$ cat config.mk
export PLATFORM = sky130hd
export DESIGN_NAME = matrix_vector_product_flat
export DESIGN_NICKNAME = d
export VERILOG_FILES = /design/src/rtl/matrix_vector_product_if.sv /design/src/rtl/matrix_vector_product.sv /design/src/flat_wrapper.sv
export SDC_FILE = /design/constraint.sdc
export NUM_CORES = 2
export LEC_CHECK = 0
export CAP_MARGIN = 5
export CORE_UTILIZATION = 56
export CTS_CLUSTER_SIZE = 10
export DETAILED_ROUTE_END_ITERATION = 8
export PLACE_DENSITY = 0.74
export SLEW_MARGIN = 20
export SYNTH_ARGS = -nofsm -noshare
export SYNTH_HDL_FRONTEND = slang
export SYNTH_SLANG_ARGS = --single-unit
export TNS_END_PERCENT = 30
$ cat constraint.sdc
create_clock -name clk_i -period 12.7 [get_ports clk_i]
set_input_delay 2.54 -clock clk_i [delete_from_list [all_inputs] [get_ports clk_i]]
set_output_delay 2.54 -clock clk_i [all_outputs]
set_load 0.05 [all_outputs]
$ cat src/rtl/matrix_vector_product_if.sv
// matrix_vector_product_if
//   Operand/result bundle for matrix_vector_product.
//   matrix : H*W cells, cell [i][j] at bit (i*W+j)*MATRIX_CELL_WIDTH (row-major)
//   vector : W cells, cell j at bit j*VECTOR_CELL_WIDTH
//   result : H cells, cell i at bit i*RESULT_CELL_WIDTH
//   error  : some result cell overflowed in the current transaction
//   Each operand and the result use their own valid/ready pair.
//   Modports: master (producer/consumer side), slave (the multiplier).
interface matrix_vector_product_if #(
   parameter int MATRIX_HEIGHT     = 4,
   parameter int MATRIX_WIDTH      = 4,
   parameter int MATRIX_CELL_WIDTH = 8,
   parameter int VECTOR_CELL_WIDTH = 8,
   parameter int RESULT_CELL_WIDTH = 8
);
   logic [MATRIX_HEIGHT*MATRIX_WIDTH*MATRIX_CELL_WIDTH-1:0] matrix;
   logic                                                    matrix_valid;
   logic                                                    matrix_ready;
   logic [MATRIX_WIDTH*VECTOR_CELL_WIDTH-1:0]               vector;
   logic                                                    vector_valid;
   logic                                                    vector_ready;
   logic [MATRIX_HEIGHT*RESULT_CELL_WIDTH-1:0]              result;
   logic                                                    result_valid;
   logic                                                    result_ready;
   logic                                                    error;

   modport master (
      output matrix, matrix_valid, input matrix_ready,
      output vector, vector_valid, input vector_ready,
      input  result, result_valid, output result_ready,
      input  error
   );

   modport slave (
      input  matrix, matrix_valid, output matrix_ready,
      input  vector, vector_valid, output vector_ready,
      output result, result_valid, input result_ready,
      output error
   );
endinterface

$ cat src/rtl/matrix_vector_product.sv
// matrix_vector_product
//   Tiled signed fixed-point r[i] = sum_j M[i][j]*v[j]. Operands are captured
//   independently, then CALC walks the matrix one TILING_ROW x TILING_COL tile
//   per cycle into full-precision per-row accumulators. Entering DONE the sums
//   are shifted right by FRACTION_WIDTH and narrowed to RESULT_CELL_WIDTH.
// Ports:
//   clk_i  - clock
//   rst_ni - asynchronous active-low reset
//   bus    - matrix_vector_product_if.slave (operands, result, error)
// Build option:
//   MATRIX_VECTOR_SATURATE_EN - overflowing cells clamp to signed max/min;
//   otherwise they keep their low RESULT_CELL_WIDTH bits. error flags either way.
module matrix_vector_product #(
   parameter int MATRIX_HEIGHT     = 4,
   parameter int MATRIX_WIDTH      = 4,
   parameter int MATRIX_CELL_WIDTH = 8,
   parameter int VECTOR_CELL_WIDTH = 8,
   parameter int RESULT_CELL_WIDTH = 8,
   parameter int FRACTION_WIDTH    = 4,
   parameter int TILING_ROW        = 1,
   parameter int TILING_COL        = 1
) (
   input logic                    clk_i,
   input logic                    rst_ni,
   matrix_vector_product_if.slave bus
);
   localparam int H         = MATRIX_HEIGHT;
   localparam int W         = MATRIX_WIDTH;
   localparam int MC        = MATRIX_CELL_WIDTH;
   localparam int VC        = VECTOR_CELL_WIDTH;
   localparam int RC        = RESULT_CELL_WIDTH;
   localparam int PW        = MC + VC;
   // Wide enough for W worst-case products, so the sum never wraps.
   localparam int ACC_W     = PW + $clog2(W) + 1;
   localparam int ROW_TILES = (H + TILING_ROW - 1) / TILING_ROW;
   localparam int COL_TILES = (W + TILING_COL - 1) / TILING_COL;
   localparam int RCW       = (ROW_TILES > 1) ? $clog2(ROW_TILES) : 1;
   localparam int CCW       = (COL_TILES > 1) ? $clog2(COL_TILES) : 1;

   typedef enum logic [1:0] {
      IDLE = 2'd0,
      CALC = 2'd1,
      DONE = 2'd2
   } state_e;

   state_e                       state_q, state_d;
   logic [H*W*MC-1:0]            matrix_q, matrix_d;
   logic [W*VC-1:0]              vector_q, vector_d;
   logic                         matrix_set_q, matrix_set_d;
   logic                         vector_set_q, vector_set_d;
   logic [RCW-1:0]               row_ctr_q, row_ctr_d;
   logic [CCW-1:0]               col_ctr_q, col_ctr_d;
   logic [H-1:0][ACC_W-1:0]      acc_q, acc_d;
   logic [H*RC-1:0]              result_q, result_d;
   logic                         error_q, error_d;

   logic [H-1:0][W-1:0][PW-1:0]  prod;
   logic [H-1:0][W-1:0]          hit;
   logic [H-1:0][ACC_W-1:0]      acc_sum;
   logic [H-1:0][RC-1:0]         conv_cell;
   logic [H-1:0]                 conv_ovf;

   // Per-cell full-precision products and tile membership. Only real cells
   // exist here, so lanes of a partial tile past H or W add nothing.
   for (genvar i = 0; i < H; i++) begin : g_row
      for (genvar j = 0; j < W; j++) begin : g_col
         logic [MC-1:0] m_c;
         logic [VC-1:0] v_c;
         assign m_c = matrix_q[(i*W+j)*MC +: MC];
         assign v_c = vector_q[j*VC +: VC];
         assign prod[i][j] = $signed({{VC{m_c[MC-1]}}, m_c}) *
                             $signed({{MC{v_c[VC-1]}}, v_c});
         assign hit[i][j]  = (row_ctr_q == RCW'(i / TILING_ROW)) &&
                             (col_ctr_q == CCW'(j / TILING_COL));
      end

      // Narrowing: value fits when every bit above the result sign bit
      // matches it.
      logic [ACC_W-1:0] sh;
      logic             fits;
      assign sh   = $signed(acc_sum[i]) >>> FRACTION_WIDTH;
      assign fits = (sh[ACC_W-1:RC-1] == '0) || (sh[ACC_W-1:RC-1] == '1);
      assign conv_ovf[i] = ~fits;
`ifdef MATRIX_VECTOR_SATURATE_EN
      assign conv_cell[i] = fits          ? sh[RC-1:0] :
                            sh[ACC_W-1]   ? {1'b1, {(RC-1){1'b0}}} :
                                            {1'b0, {(RC-1){1'b1}}};
`else
      assign conv_cell[i] = sh[RC-1:0];
`endif
   end

   // Accumulators plus this cycle's tile.
   always_comb begin
      acc_sum = acc_q;
      for (int i = 0; i < H; i++) begin
         for (int j = 0; j < W; j++) begin
            if (hit[i][j]) begin
               acc_sum[i] = acc_sum[i] +
                            {{(ACC_W-PW){prod[i][j][PW-1]}}, prod[i][j]};
            end
         end
      end
   end

   always_comb begin
      state_d      = state_q;
      matrix_d     = matrix_q;
      vector_d     = vector_q;
      matrix_set_d = matrix_set_q;
      vector_set_d = vector_set_q;
      row_ctr_d    = row_ctr_q;
      col_ctr_d    = col_ctr_q;
      acc_d        = acc_q;
      result_d     = result_q;
      error_d      = error_q;
      case (state_q)
         IDLE: begin
            acc_d     = '0;
            row_ctr_d = '0;
            col_ctr_d = '0;
            error_d   = 1'b0;
            if (bus.matrix_valid && !matrix_set_q) begin
               matrix_d     = bus.matrix;
               matrix_set_d = 1'b1;
            end
            if (bus.vector_valid && !vector_set_q) begin
               vector_d     = bus.vector;
               vector_set_d = 1'b1;
            end
            // Start only once both flags are already registered.
            if (matrix_set_q && vector_set_q) state_d = CALC;
         end
         CALC: begin
            acc_d = acc_sum;
            if (col_ctr_q == CCW'(COL_TILES - 1)) begin
               col_ctr_d = '0;
               if (row_ctr_q == RCW'(ROW_TILES - 1)) begin
                  row_ctr_d = '0;
                  state_d   = DONE;
                  result_d  = conv_cell;
                  error_d   = |conv_ovf;
               end else begin
                  row_ctr_d = row_ctr_q + RCW'(1);
               end
            end else begin
               col_ctr_d = col_ctr_q + CCW'(1);
            end
         end
         DONE: begin
            if (bus.result_ready) begin
               matrix_set_d = 1'b0;
               vector_set_d = 1'b0;
               state_d      = IDLE;
            end
         end
         default: state_d = IDLE;
      endcase
   end

   always_ff @(posedge clk_i or negedge rst_ni) begin
      if (!rst_ni) begin
         state_q      <= IDLE;
         matrix_q     <= '0;
         vector_q     <= '0;
         matrix_set_q <= 1'b0;
         vector_set_q <= 1'b0;
         row_ctr_q    <= '0;
         col_ctr_q    <= '0;
         acc_q        <= '0;
         result_q     <= '0;
         error_q      <= 1'b0;
      end else begin
         state_q      <= state_d;
         matrix_q     <= matrix_d;
         vector_q     <= vector_d;
         matrix_set_q <= matrix_set_d;
         vector_set_q <= vector_set_d;
         row_ctr_q    <= row_ctr_d;
         col_ctr_q    <= col_ctr_d;
         acc_q        <= acc_d;
         result_q     <= result_d;
         error_q      <= error_d;
      end
   end

   assign bus.matrix_ready = ~matrix_set_q;
   assign bus.vector_ready = ~vector_set_q;
   assign bus.result_valid = (state_q == DONE);
   assign bus.result       = result_q;
   assign bus.error        = error_q;
endmodule

$ cat src/flat_wrapper.sv
// flat-port wrapper written by rule: the top's interface ports become plain ports
module matrix_vector_product_flat 
#(
   parameter int MATRIX_HEIGHT     = 4,
   parameter int MATRIX_WIDTH      = 4,
   parameter int MATRIX_CELL_WIDTH = 8,
   parameter int VECTOR_CELL_WIDTH = 8,
   parameter int RESULT_CELL_WIDTH = 8,
   parameter int FRACTION_WIDTH    = 4,
   parameter int TILING_ROW        = 1,
   parameter int TILING_COL        = 1
)
  (clk_i, rst_ni, bus_matrix, bus_matrix_valid, bus_matrix_ready, bus_vector, bus_vector_valid, bus_vector_ready, bus_result, bus_result_valid, bus_result_ready, bus_error);
  matrix_vector_product_if #(.MATRIX_HEIGHT(MATRIX_HEIGHT), .MATRIX_WIDTH(MATRIX_WIDTH), .MATRIX_CELL_WIDTH(MATRIX_CELL_WIDTH), .VECTOR_CELL_WIDTH(VECTOR_CELL_WIDTH), .RESULT_CELL_WIDTH(RESULT_CELL_WIDTH)) bus_i ();
  input logic clk_i;
  input logic rst_ni;
  input wire logic [$bits(bus_i.matrix)-1:0] bus_matrix;
  input wire logic [$bits(bus_i.matrix_valid)-1:0] bus_matrix_valid;
  output wire logic [$bits(bus_i.matrix_ready)-1:0] bus_matrix_ready;
  input wire logic [$bits(bus_i.vector)-1:0] bus_vector;
  input wire logic [$bits(bus_i.vector_valid)-1:0] bus_vector_valid;
  output wire logic [$bits(bus_i.vector_ready)-1:0] bus_vector_ready;
  output wire logic [$bits(bus_i.result)-1:0] bus_result;
  output wire logic [$bits(bus_i.result_valid)-1:0] bus_result_valid;
  input wire logic [$bits(bus_i.result_ready)-1:0] bus_result_ready;
  output wire logic [$bits(bus_i.error)-1:0] bus_error;
  assign bus_i.matrix = bus_matrix;
  assign bus_i.matrix_valid = bus_matrix_valid;
  assign bus_matrix_ready = bus_i.matrix_ready;
  assign bus_i.vector = bus_vector;
  assign bus_i.vector_valid = bus_vector_valid;
  assign bus_vector_ready = bus_i.vector_ready;
  assign bus_result = bus_i.result;
  assign bus_result_valid = bus_i.result_valid;
  assign bus_i.result_ready = bus_result_ready;
  assign bus_error = bus_i.error;
  matrix_vector_product #(.MATRIX_HEIGHT(MATRIX_HEIGHT), .MATRIX_WIDTH(MATRIX_WIDTH), .MATRIX_CELL_WIDTH(MATRIX_CELL_WIDTH), .VECTOR_CELL_WIDTH(VECTOR_CELL_WIDTH), .RESULT_CELL_WIDTH(RESULT_CELL_WIDTH), .FRACTION_WIDTH(FRACTION_WIDTH), .TILING_ROW(TILING_ROW), .TILING_COL(TILING_COL)) u_core (.clk_i(clk_i), .rst_ni(rst_ni), .bus(bus_i));
endmodule
==> impl_metrics.tcl <==
set metrics [dict create \
    status "complete, no violations" \
    cp_slowest_cell "dfrtp_1" \
    grt_max_degree 101 \
    relSlewSlack_pct 22.0 \
    syn_area_um2 66600 \
    synth.avg_cell_area_um2 8.57 \
    ys_warn_count 0 \
    antenna_found_initial 5 \
    syn_to_final_growth_pct 7.41 \
    cts_resized 0 \
    syn_inst 7769 \
    die_h_um 347 \
    ant_nets 0 \
    vias 54000 \
    cts_tree "done" \
    maxCapViolations 0 \
    synth_edf_count 0 \
    finalCritPeriodShare_pct 93.0 \
    fin_crit_ns 11.81 \
    clkSinkCount 277 \
    rsz0062_at_grt "no" \
    tightest_slew_ns 1.16 \
    synth_top_area_share_pct 26.9 \
    critPathBufInv 4 \
    wirelength_um 183000 \
    finalHoldWorstSlack_ns 0.475 \
    stdcell_area_um2 71500 \
    design.die.area_um2 120000 \
    fillers 10300 \
    nets 9663 \
    cts_hold_buf 0 \
    grt_pass1_vias 55400 \
    grt_util_met2_pct 51.5 \
    hold_class "reg -> reg" \
    htreeDepth 2 \
    fin_cells 9416 \
    drt-initial-drc-count 3722 \
    clkSlewWorstSetupHoldPaths_ns 0.06 \
    ys_ff_latch 277 \
    grt_pass1_wl_um 297000 \
    post-route-drc-count 0 \
    ioPinCount 201 \
    synth_top_area_cell "fa_1" \
    syn_nets 9585 \
    cp_num_cells 40 \
    ff2ff_path_depth 40 \
    core_area_um2 118000 \
    fmax_mhz 84.7 \
    via_per_inst 5.74 \
    cts_buffers 41 \
    hold_viol_final 0 \
    rows 126 \
    post-place-cells 9340 \
    clock_path_buffers 3 \
    cp.required_ns 13.18 \
    critPathMaxStageDelay_ns 0.70 \
    grt_use_met3_pct 3.59 \
    wl_per_cell_um 19.4 \
    die_x_um 347 \
    crit_path_start_kind "register" \
    hold-path-cell-count 2 \
    critPathArrivalTime_ns 12.29 \
    critPathKind "reg -> reg" \
    final_layout_size_suffix_gt1_share_pct 4.51 \
    insertion_delay_ns 0.66 \
    synth.area.top_cells "fa_1 27%, ha_1 14%, dfrtp_1 10%, inv_1 7.5%, and2_1 6.2%" \
    postPlaceCellArea_um2 70100 \
    worst-path-max-fanout 13 \
    ys_types 97 \
    grt_overflow 0 \
    endpoint_kind "register" \
    top_usage_layer "met2" \
    dp_hpwl_um 150000 \
    async_reset_ff_share_pct 100 \
    ys_seq_area_share_pct 10.4 \
    fin_worst_skew_ns 0.0465 \
    drt_first_pass_iters 8 \
    io_buffers 200 \
    grt_use_total_pct 31.1 \
    cp_common_cell "ha_1" \
    start_util_pct 56.5 \
    grt_use_met1_pct 40.9 \
    drv_slew 0 \
    clock-root-buffer "clkbuf_16" \
    gp_congestion 0.978 \
    cts_setup_buffers 0 \
    crit_family "adder cells" \
    finalSetupViolCount 0 \
    synth_top_flop_cell "dfrtp_1" \
    tns_ns 0 \
]
==> final timing paths <==
path / end / slack, ns / start
max: u_core.bus.error$_DFFE_PN0P_ / 0.89 / u_core.vector_q[7]$_DFFE_PN0P_
min: u_core.bus.result[7]$_DFFE_PN0P_ / 0.47 / u_core.bus.result[7]$_DFFE_PN0P_
max reg2reg: u_core.bus.error$_DFFE_PN0P_ / 0.89 / u_core.vector_q[7]$_DFFE_PN0P_
min reg2reg: u_core.bus.result[7]$_DFFE_PN0P_ / 0.47 / u_core.bus.result[7]$_DFFE_PN0P_
max in group asynchronous: u_core.matrix_q[105]$_DFFE_PN0P_ / 8.45 / rst_ni
min in group asynchronous: u_core.matrix_q[61]$_DFFE_PN0P_ / 1.95 / rst_ni
==> layout by cell type (no fill, tap or decap), types with 78 or more instances in the layout <==
master / instances
inv_1: 1328
fa_1: 896
ha_1: 755
nand2_1: 695
and2_1: 665
nor2_1: 372
xnor2_1: 360
a21oi_1: 352
o21ai_0: 339
dfrtp_1: 276
clkdlybuf4s50_1: 199
mux2_2: 178
nand2b_1: 122
a21o_1: 113
xor2_1: 109
nor3_1: 99
nand3_1: 83
o21bai_1: 78
==> cells by family after synthesis <==
family                     count (synthesis)  share of synthesized area [%]
AOI/OAI and AO/OA                       1313                           12.4
xor gates and xnor gates                 472                           6.27
adders and majority gates               1656                           41.2
buffers and inverters                   1548                           8.74
DFF                                      277                           10.4
muxes                                    215                           3.61
and+or+nand+nor                         2288                           17.3
==> state kept, by name (all words and copies together) (netlist names) <==
name and flops:
u_core.vector_q 32, u_core.matrix_q 128, u_core.row_ctr_q 2, u_core.vector_set_q 1, u_core.state_q 2, u_core.col_ctr_q 2, u_core.bus.error 1, u_core.matrix_set_q 1
u_core.bus.result 32, u_core.acc_q 76
==> synth_stat cells, drive strengths merged, types with 8 or more instances <==
cell type / number
inv: 1328
fa: 896
ha: 755
nand2: 696
and2: 666
nor2: 372
o21ai: 361
xnor2: 360
a21oi: 352
dfrtp: 277
clkbuf: 202
mux2: 179
nand2b: 123
a21o: 113
xor2: 109
nor3: 99
nand3: 84
o21bai: 78
a211oi: 59
o21a: 54
a31oi: 52
or3: 50
o31ai: 44
and3: 37
mux2i: 34
nand4: 32
o211ai: 32
nor2b: 27
nor4: 22
or2: 22
a22o: 19
buf: 18
o41ai: 14
or4: 13
a41oi: 12
nand3b: 12
o22ai: 12
a2111oi: 10
o311ai: 10
a21boi: 9
a211o: 8
o2111ai: 8
==> stage by stage <==
step	worst slack [ns]	util [%]
floorplan	2.43	-
global placement	1.29	59.5
detailed placement	1.08	59.5
CTS	1.05	60.7
global route	0.151	60.7
finish	0.892	60.7
==> worst register-to-register path, delay by kind of cell, from the launching register on <==
family | cells | cell delay [ns]
buffers and inverters | 4 | 0.67
and+or+nand+nor | 10 | 2.77
xor gates and xnor gates | 5 | 1.31
adders and majority gates | 11 | 4.24
DFF | 1 | 0.70
AOI/OAI and AO/OA | 10 | 1.97
==> area by class of cell <==
type / count / area, um2 / share of cell area, %
diodes: 3 / 7.51 / 0.0105
flip-flops and latches: 277 / 6930 / 9.69
inverters: 1328 / 4980 / 6.97
multi-input cells: 5944 / 53900 / 75.3
clock inverters: 17 / 228 / 0.318
clock buffers: 56 / 1170 / 1.64
repair buffers: 255 / 2420 / 3.38
well taps: 1536 / 1920 / 2.69
==> metal layers <==
| metal | vias up | wire length, um |
|---|---|---|
| li1 | 25400 | - |
| met1 | 26600 | 76900 |
| met2 | 1609 | 85600 |
| met3 | 359 | 11200 |
| met4 | 4 | 9050 |
| met5 | - | 26 |
Power is not shown: default switching activity piles up to over one toggle a cycle in this logic, so the estimate is an artifact.
